<file path="config.mk">
export PLATFORM = sky130hd
export DESIGN_NAME = trdb_qual_tracker
export DESIGN_NICKNAME = d
export VERILOG_FILES = /design/src/rtl/trdb_qual_tracker.sv
export SDC_FILE = /design/constraint.sdc
export NUM_CORES = 1
export LEC_CHECK = 0
export ABC_CLOCK_PERIOD_IN_PS = 2000
export CAP_MARGIN = 5
export CORE_AREA = 2 2 39 41
export CTS_CLUSTER_SIZE = 40
export DETAILED_ROUTE_END_ITERATION = 10
export DIE_AREA = 0 0 41 43
export DONT_BUFFER_PORTS = 1
export GPL_ROUTABILITY_DRIVEN = 0
export PLACE_DENSITY = 0.4
export SLEW_MARGIN = 20
export SYNTH_ARGS = -nofsm -noshare
export SYNTH_HDL_FRONTEND = slang
export SYNTH_SLANG_ARGS = --single-unit
</file>
<file path="constraint.sdc">
create_clock -name clk_i -period 2 [get_ports clk_i]
set_clock_uncertainty 0.2 [all_clocks]
set_input_delay 0.3 -clock clk_i [delete_from_list [all_inputs] [get_ports clk_i]]
set_output_delay 0.3 -clock clk_i [all_outputs]
set_load 0.05 [all_outputs]
</file>
<file path="src/rtl/trdb_qual_tracker.sv">
// Qualification tracker: turns filter qualification edges and a retire-count resync timer
// into START/RESYNC/STOP packet requests. Resync logic is present only with TRDB_QUAL_RESYNC_EN.
module trdb_qual_tracker #(
  parameter int unsigned CNT_W = 16
) (
  input  logic             clk_i,
  input  logic             rst_ni,
  input  logic             nc_trace_qualified_i,
  input  logic             iretire_i,
  input  logic [CNT_W-1:0] resync_max_i,
  input  logic             pkt_ready_i,
  output logic             pkt_valid_o,
  output logic [1:0]       pkt_type_o,
  output logic             tracing_o
);

  localparam logic [2:0] StIdle       = 3'd0;
  localparam logic [2:0] StStartPend  = 3'd1;
  localparam logic [2:0] StTracing    = 3'd2;
  localparam logic [2:0] StResyncPend = 3'd3;
  localparam logic [2:0] StStopPend   = 3'd4;

  localparam logic [1:0] PktNone   = 2'd0;
  localparam logic [1:0] PktStart  = 2'd1;
  localparam logic [1:0] PktResync = 2'd2;
  localparam logic [1:0] PktStop   = 2'd3;

  logic [2:0] state_q, state_d;
  logic       stop_seen_q, stop_seen_d;

`ifdef TRDB_QUAL_RESYNC_EN
  logic [CNT_W-1:0] cnt_q, cnt_d;
  logic             resync_hit;

  // Compare one bit wider so cnt_q + 1 cannot wrap into a false match.
  assign resync_hit = (resync_max_i != '0) &&
                      (({1'b0, cnt_q} + {{CNT_W{1'b0}}, 1'b1}) == {1'b0, resync_max_i});
`else
  logic unused_resync_max;
  assign unused_resync_max = ^resync_max_i;
`endif

  always_comb begin
    state_d     = state_q;
    stop_seen_d = stop_seen_q;
`ifdef TRDB_QUAL_RESYNC_EN
    cnt_d       = cnt_q;
`endif
    case (state_q)
      StIdle: begin
        if (nc_trace_qualified_i && iretire_i) state_d = StStartPend;
      end
      StStartPend: begin
`ifdef TRDB_QUAL_RESYNC_EN
        cnt_d = '0;
`endif
        // A pending request is never withdrawn; a stop seen meanwhile follows it.
        if (pkt_ready_i) begin
          state_d     = stop_seen_q ? StStopPend : StTracing;
          stop_seen_d = 1'b0;
        end else if (!nc_trace_qualified_i) begin
          stop_seen_d = 1'b1;
        end
      end
      StTracing: begin
        if (!nc_trace_qualified_i) begin
          state_d = StStopPend;
        end else if (iretire_i) begin
`ifdef TRDB_QUAL_RESYNC_EN
          if (resync_hit) begin
            state_d = StResyncPend;
            cnt_d   = '0;
          end else begin
            cnt_d = cnt_q + {{(CNT_W-1){1'b0}}, 1'b1};
          end
`endif
        end
      end
`ifdef TRDB_QUAL_RESYNC_EN
      StResyncPend: begin
        cnt_d = '0;
        if (pkt_ready_i) begin
          state_d     = stop_seen_q ? StStopPend : StTracing;
          stop_seen_d = 1'b0;
        end else if (!nc_trace_qualified_i) begin
          stop_seen_d = 1'b1;
        end
      end
`endif
      StStopPend: begin
        if (pkt_ready_i) state_d = StIdle;
      end
      default: begin
        state_d     = StIdle;
        stop_seen_d = 1'b0;
      end
    endcase
  end

  always_ff @(posedge clk_i or negedge rst_ni) begin
    if (!rst_ni) begin
      state_q     <= StIdle;
      stop_seen_q <= 1'b0;
    end else begin
      state_q     <= state_d;
      stop_seen_q <= stop_seen_d;
    end
  end

`ifdef TRDB_QUAL_RESYNC_EN
  always_ff @(posedge clk_i or negedge rst_ni) begin
    if (!rst_ni) begin
      cnt_q <= '0;
    end else begin
      cnt_q <= cnt_d;
    end
  end
`endif

  always_comb begin
    pkt_valid_o = 1'b0;
    pkt_type_o  = PktNone;
    tracing_o   = 1'b0;
    case (state_q)
      StStartPend: begin
        pkt_valid_o = 1'b1;
        pkt_type_o  = PktStart;
        tracing_o   = 1'b1;
      end
      StTracing: begin
        tracing_o = 1'b1;
      end
      StResyncPend: begin
        pkt_valid_o = 1'b1;
        pkt_type_o  = PktResync;
        tracing_o   = 1'b1;
      end
      StStopPend: begin
        pkt_valid_o = 1'b1;
        pkt_type_o  = PktStop;
      end
      default: ;
    endcase
  end

endmodule

</file>
==> flow_summary.toml, run 1 <==
[critical_path]
crit_path_max_incr_delay_ps = 480
reg2regPathDepth = 4
r2r_slack_ps = 230
path_cells = "nor2_1, nand2_1, nand2_1"
worst_setup_path_startpoint = "state_q[0]"
crit_path_max_fanout = 8
worst_path_most_repeated_cell = "nand2_1"
crit_type = "register to output pin"
slowest_stage = "dfrtp_1"
rr_endpoint = "stop_seen_q"
rr_startpoint = "state_q[2]"
crit_buf_inv = 0
critPathCaptureType = "output pin"
critical-path-top-delay-family = "simple AND/OR/NAND/NOR gates"
start_kind = "register"
worstPathRequired_ps = 1500
worstPathArrival_ps = 1380

[synthesis]
ys_seq_area_share_pct = 34.6
ys_seq_elements = 4
synth_cell_types = 19
syn-cell-area_um2 = 289
synthFlopType = "dfrtp_1"
synth-edff-count = 0
yosys.area.top_type = "dfrtp_1"
async_flop_share_pct = 100
synth_top_area_share_pct = 34.6
syn_inst = 31
synth_common_cells = "a21oi_1, dfrtp_1, nand2_1, nor2_1, nand3b_1"
synth_area_leaders = "dfrtp_1, a21oi_1, o41ai_2, mux2_4, nand2_1"
syn_area_per_cell_um2 = 9.32
syn_nets = 52
synth_warnings = 0

[layout]
multi_input_area_um2 = 164
nets = 62
diodes = 0
drive_gt1_share_pct = 30.8
syn2layout_area_growth_pct = 28.1
finalNonFillerCells = 55
fillCellCount = 157
seqCellArea_um2 = 100

[sta]
setup_violations = 0
grt_setup_unrepaired = "false"
hold-worst-slack_ps = 40.6
finalCritPeriodShare_pct = 93.9
worstMarginPinSlew_ps = 459
tns_ps = 0
slew_viol_final = 0
fin_ws_ps = 123
fmax_ghz = 0.533
slew_headroom_pct = 69.3
period_needed_ps = 1880
hold_viol_final = 0

[route]
drc = 0
vias_per_cell = 4.55
avgRoutedWirePerCell_um = 12.0
drt_iter0_drc = 1
drt_first_pass_iters = 2
vias = 250
drt-total-wl_um = 661
postRouteAntennaNets = 0

[clock_tree]
numCtsBuffers = 3
cts.reportedPaths.clkPinSlew_ps = 40
cts_sinks = 4
post_cts_resized = 0
root_buffer = "clkbuf_4"
insertion_delay_ps = 240
cts_tree = "done"
cts_max_path_buffers = 2
htree_levels = 1

[global_routing]
grt_pass1_wl_um = 1120
grt_max_degree = 11
grt.total_usage_pct = 9.94
gr-total-overflow = 0
antenna_found_initial = 0
grt_pass1_vias = 250

[worst_hold_path]
hp-class = "input port to register"
min_to = "state_q[1]"
min_path_cells = 2
hold_start = "nc_trace_qualified_i"

[placed_design]
placed_cells = 49
dp_hpwl_um = 497
post-place-ws_ps = 386
portBuffers = 0

[power]
vdd_ir_drop_max_mv = 0.813
leakage_nw = 0.165
power_density_nw_per_um2 = 2270

[floorplanning]
start_util_pct = 20.9
die_w_um = 41
placementRows = 14
ios = 25
core_area_um2 = 1380
die_y_um = 43
dieArea_um2 = 1760

[run]
maxCapViolCount = 0

[status]
status = "completed"
per-stage QoR:
step                      util, %  power, mW  instance area, um^2
after detailed placement     23.0      0.717                  318
after CTS                    26.8      0.848                  370
after global placement       23.0      0.705                  318
after global routing         26.8      0.895                  370
after floorplan                 -      0.619                  289
final                        26.8      0.839                  370
final cells by class:
cell class	instances	area share (%)
clock buffers	3	6.08
inverters	1	1.01
multi-input cells	24	44.3
flip-flops and latches	4	27.0
well taps	16	5.41
repair buffers	7	16.2
flip-flops by register name, indices dropped and copies added, names as in the netlist:
name         count
state_q          3
stop_seen_q      1
cells in the final DEF (no fill, tap or decap):
| master | synthesis | routed |
|---|---|---|
| dlygate4sd3_1 | 0 | 3 |
| and2b_1 | 1 | 1 |
| nor3_2 | 1 | 1 |
| nand3b_1 | 2 | 2 |
| buf_4 | 1 | 4 |
| mux2_4 | 1 | 1 |
| a21oi_1 | 4 | 4 |
| nor3_1 | 1 | 1 |
| nand2b_1 | 1 | 1 |
| o41ai_2 | 1 | 1 |
| o22ai_1 | 1 | 1 |
| inv_1 | 1 | 1 |
| o21ai_1 | 1 | 2 |
| nor3b_2 | 1 | 1 |
| nor2_1 | 3 | 3 |
| nand2_1 | 4 | 4 |
| nand2b_4 | 1 | 1 |
| dfrtp_1 | 4 | 4 |
| clkbuf_4 | 0 | 3 |
cell families (layout without fill, tap and decap cells):
kind of cell	count (synthesis)	in the layout	synth area share, %
mux	1	1	5.19
compound gates	8	8	18.2
flops	4	4	34.6
simple gates	15	15	33.3
buf+inv	3	11	8.66
per-layer routing:
layer | GRT usage [%] | up-vias | part of all wire, %
met5 | 0 | - | 0
met4 | 6.00 | 0 | 2.9
met3 | 3.14 | 3 | 4.4
met2 | 14.1 | 8 | 46
met1 | 12.5 | 116 | 47
li1 | - | 123 | -
timing repair:
action	4_1_cts	5_1_grt
endpoints found under the hold margin	5	0
buffers inserted	0	0
hold buffers	3	0
endpoints found under the setup margin	0	0
power breakdown:
part	total (mW)	leakage (nW)	switching (mW)	internal [mW]
Clock	0.106	0.0138	0.0385	0.0675
Combinational	0.549	0.0979	0.359	0.190
Sequential	0.185	0.0528	0.0670	0.118
worst max path at each step:
stage	end	slack [ps]	depth (start not counted)
after floorplan	pkt_type_o[0]	80	3
after global placement	pkt_valid_o	400	3
after detailed placement	pkt_valid_o	390	3
after CTS	pkt_valid_o	110	3
after global routing	pkt_valid_o	20	3
final	pkt_valid_o	120	3
Power figures use the tool's default switching activity.
==> inputs of run 2 (changes only) <==
--- a/config.mk
+++ b/config.mk
@@ -6,14 +6,15 @@
 export NUM_CORES = 1
 export LEC_CHECK = 0
 export ABC_CLOCK_PERIOD_IN_PS = 2000
+export BUFFER_PORTS_ARGS = -buffer_cell sky130_fd_sc_hd__buf_2
 export CAP_MARGIN = 5
 export CORE_AREA = 2 2 39 41
+export CTS_BUF_LIST = sky130_fd_sc_hd__clkbuf_8
 export CTS_CLUSTER_SIZE = 40
 export DETAILED_ROUTE_END_ITERATION = 10
 export DIE_AREA = 0 0 41 43
-export DONT_BUFFER_PORTS = 1
 export GPL_ROUTABILITY_DRIVEN = 0
-export PLACE_DENSITY = 0.4
+export PLACE_DENSITY = 0.56
 export SLEW_MARGIN = 20
 export SYNTH_ARGS = -nofsm -noshare
 export SYNTH_HDL_FRONTEND = slang
==> flow_summary.toml, run 2 (synthesis results as in run 1) <==
[route]
avgRoutedWirePerCell_um = 10.3
drt-total-wl_um = 587
postRouteAntennaNets = 0
vias = 245
vias_per_cell = 4.30
drt_first_pass_iters = 4
drt_iter0_drc = 5
drc = 0

[global_routing]
grt.total_usage_pct = 9.15
antenna_found_initial = 0
grt_pass1_wl_um = 1010
met3_usage_pct = 3.14
use_met2_pct = 11.3
grt_pass1_vias = 234
grt_max_degree = 12
grt-busiest-layer = "met1"
gr-total-overflow = 0
met1_usage_pct = 11.9

[layout]
top_register = "state_q"
final_common_cell = "buf_2"
final_area_um2 = 379
largest_register_ffs = 3
layout_common_cells = "buf_2, nand2_1, a21oi_1, dfrtp_1"
reg.largest.list = "state_q x3, stop_seen_q x1"
syn2layout_area_growth_pct = 31.2
diodes = 0
drive_gt1_share_pct = 39.0
nets = 64

[floorplanning]
placementRows = 14
core_area_um2 = 1380
die_w_um = 41
die_y_um = 43
dieArea_um2 = 1760
ios = 25
start_util_pct = 20.9

[critical_path]
rr_startpoint = "state_q[1]"
critPathCaptureType = "output pin"
r2r_slack_ps = 730
crit_type = "register to output pin"
crit_path_max_fanout = 11
worstPathArrival_ps = 1350
worstPathRequired_ps = 1500
rr_endpoint = "stop_seen_q"
reg2regPathDepth = 3
start_kind = "register"

[clock_tree]
post_cts_buffers = 0
cts_sinks = 4
numCtsBuffers = 3
htree_levels = 1
cts_tree = "done"
insertion_delay_ps = 210
cts.reportedPaths.clkPinSlew_ps = 30
cts_max_path_buffers = 2
root_buffer = "clkbuf_8"

[sta]
grt_setup_unrepaired = "false"
slew_viol_final = 0
fmax_ghz = 0.542
slew_headroom_pct = 74.7
hold_viol_final = 0
setup_violations = 0
tns_ps = 0
period_needed_ps = 1850
worstMarginPinSlew_ps = 380
finalCritPeriodShare_pct = 92.3

[worst_hold_path]
min_to = "stop_seen_q"
min_path_cells = 2
hp-class = "input port to register"
hold_start = "nc_trace_qualified_i"

[placed_design]
dp_hpwl_um = 408
placed_area_um2 = 328
portBuffers = 8

[run]
maxCapViolCount = 0

[power]
leakage_nw = 0.177
power_density_nw_per_um2 = 2250
vdd_ir_drop_max_mv = 0.491

[status]
status = "completed"
## run 2: changes by cell type in the layout (fill, tap and decap cells not counted)
cell,before,now
buf_2,0,8
buf_4,4,0
clkbuf_4,3,0
clkbuf_8,0,3
dlygate4sd3_1,3,1
## run 2: cell type report
| cell class | count | area [um^2] |
|---|---|---|
| fillers | 146 | 1000 |
| multi-input cells | 24 | 164 |
| flip-flops and latches | 4 | 100 |
| repair buffers | 9 | 50.0 |
| clock buffers | 3 | 41.3 |
| well taps | 16 | 20.0 |
| inverters | 1 | 3.75 |
## run 2: worst max-delay path, stage by stage, from the launching register on
cell,delay [ps]
dfrtp_1,500
nor2_1,180
nand2_1,90
o21ai_1,90
buf_2,270
## run 2: per-stage QoR
| step | std cells | hold WS (ps) | setup WS (ps) | power (mW) | util, % |
|---|---|---|---|---|---|
| 6_report | 57 | 139 | 155 | 0.852 | 27.4 |
| 5_1_grt | 57 | 151 | 63.9 | 0.923 | 27.4 |
| 4_1_cts | 57 | 144 | 150 | 0.865 | 27.4 |
| 3_5_place_dp | 53 | -92.2 | 384 | 0.687 | 23.7 |
| 3_3_place_gp | 53 | -92.9 | 413 | 0.682 | 23.7 |
| 2_1_floorplan | 31 | -196 | 78.6 | 0.619 | - |
## run 2: how the worst max path moves through the flow
stage	from	endpoint	slack [ps]	cells after the start
finish	state_q[1]	pkt_type_o[1]	150	4
global route	state_q[1]	pkt_type_o[1]	60	4
CTS	state_q[1]	pkt_type_o[1]	150	4
detailed placement	state_q[1]	pkt_type_o[1]	380	4
global placement	state_q[1]	pkt_type_o[1]	410	4
floorplan	state_q[2]	pkt_type_o[0]	80	3
## run 2: per-layer routing
| layer | routed length (um) | vias to the layer above |
|---|---|---|
| met4 | 14 | 0 |
| met5 | 0 | - |
| li1 | - | 129 |
| met3 | 31 | 2 |
| met1 | 292 | 105 |
| met2 | 248 | 9 |
## run 2: what timing repair did
action / 4_1_cts / 5_1_grt
resized for setup: 0 / 0
endpoints found under the hold margin: 4 / 0
hold buffers: 1 / 0
## run 2: power by group
group | internal, mW | switching (mW)
registers | 0.117 | 0.0888
clock network | 0.128 | 0.0397
logic | 0.152 | 0.326
total | 0.397 | 0.455
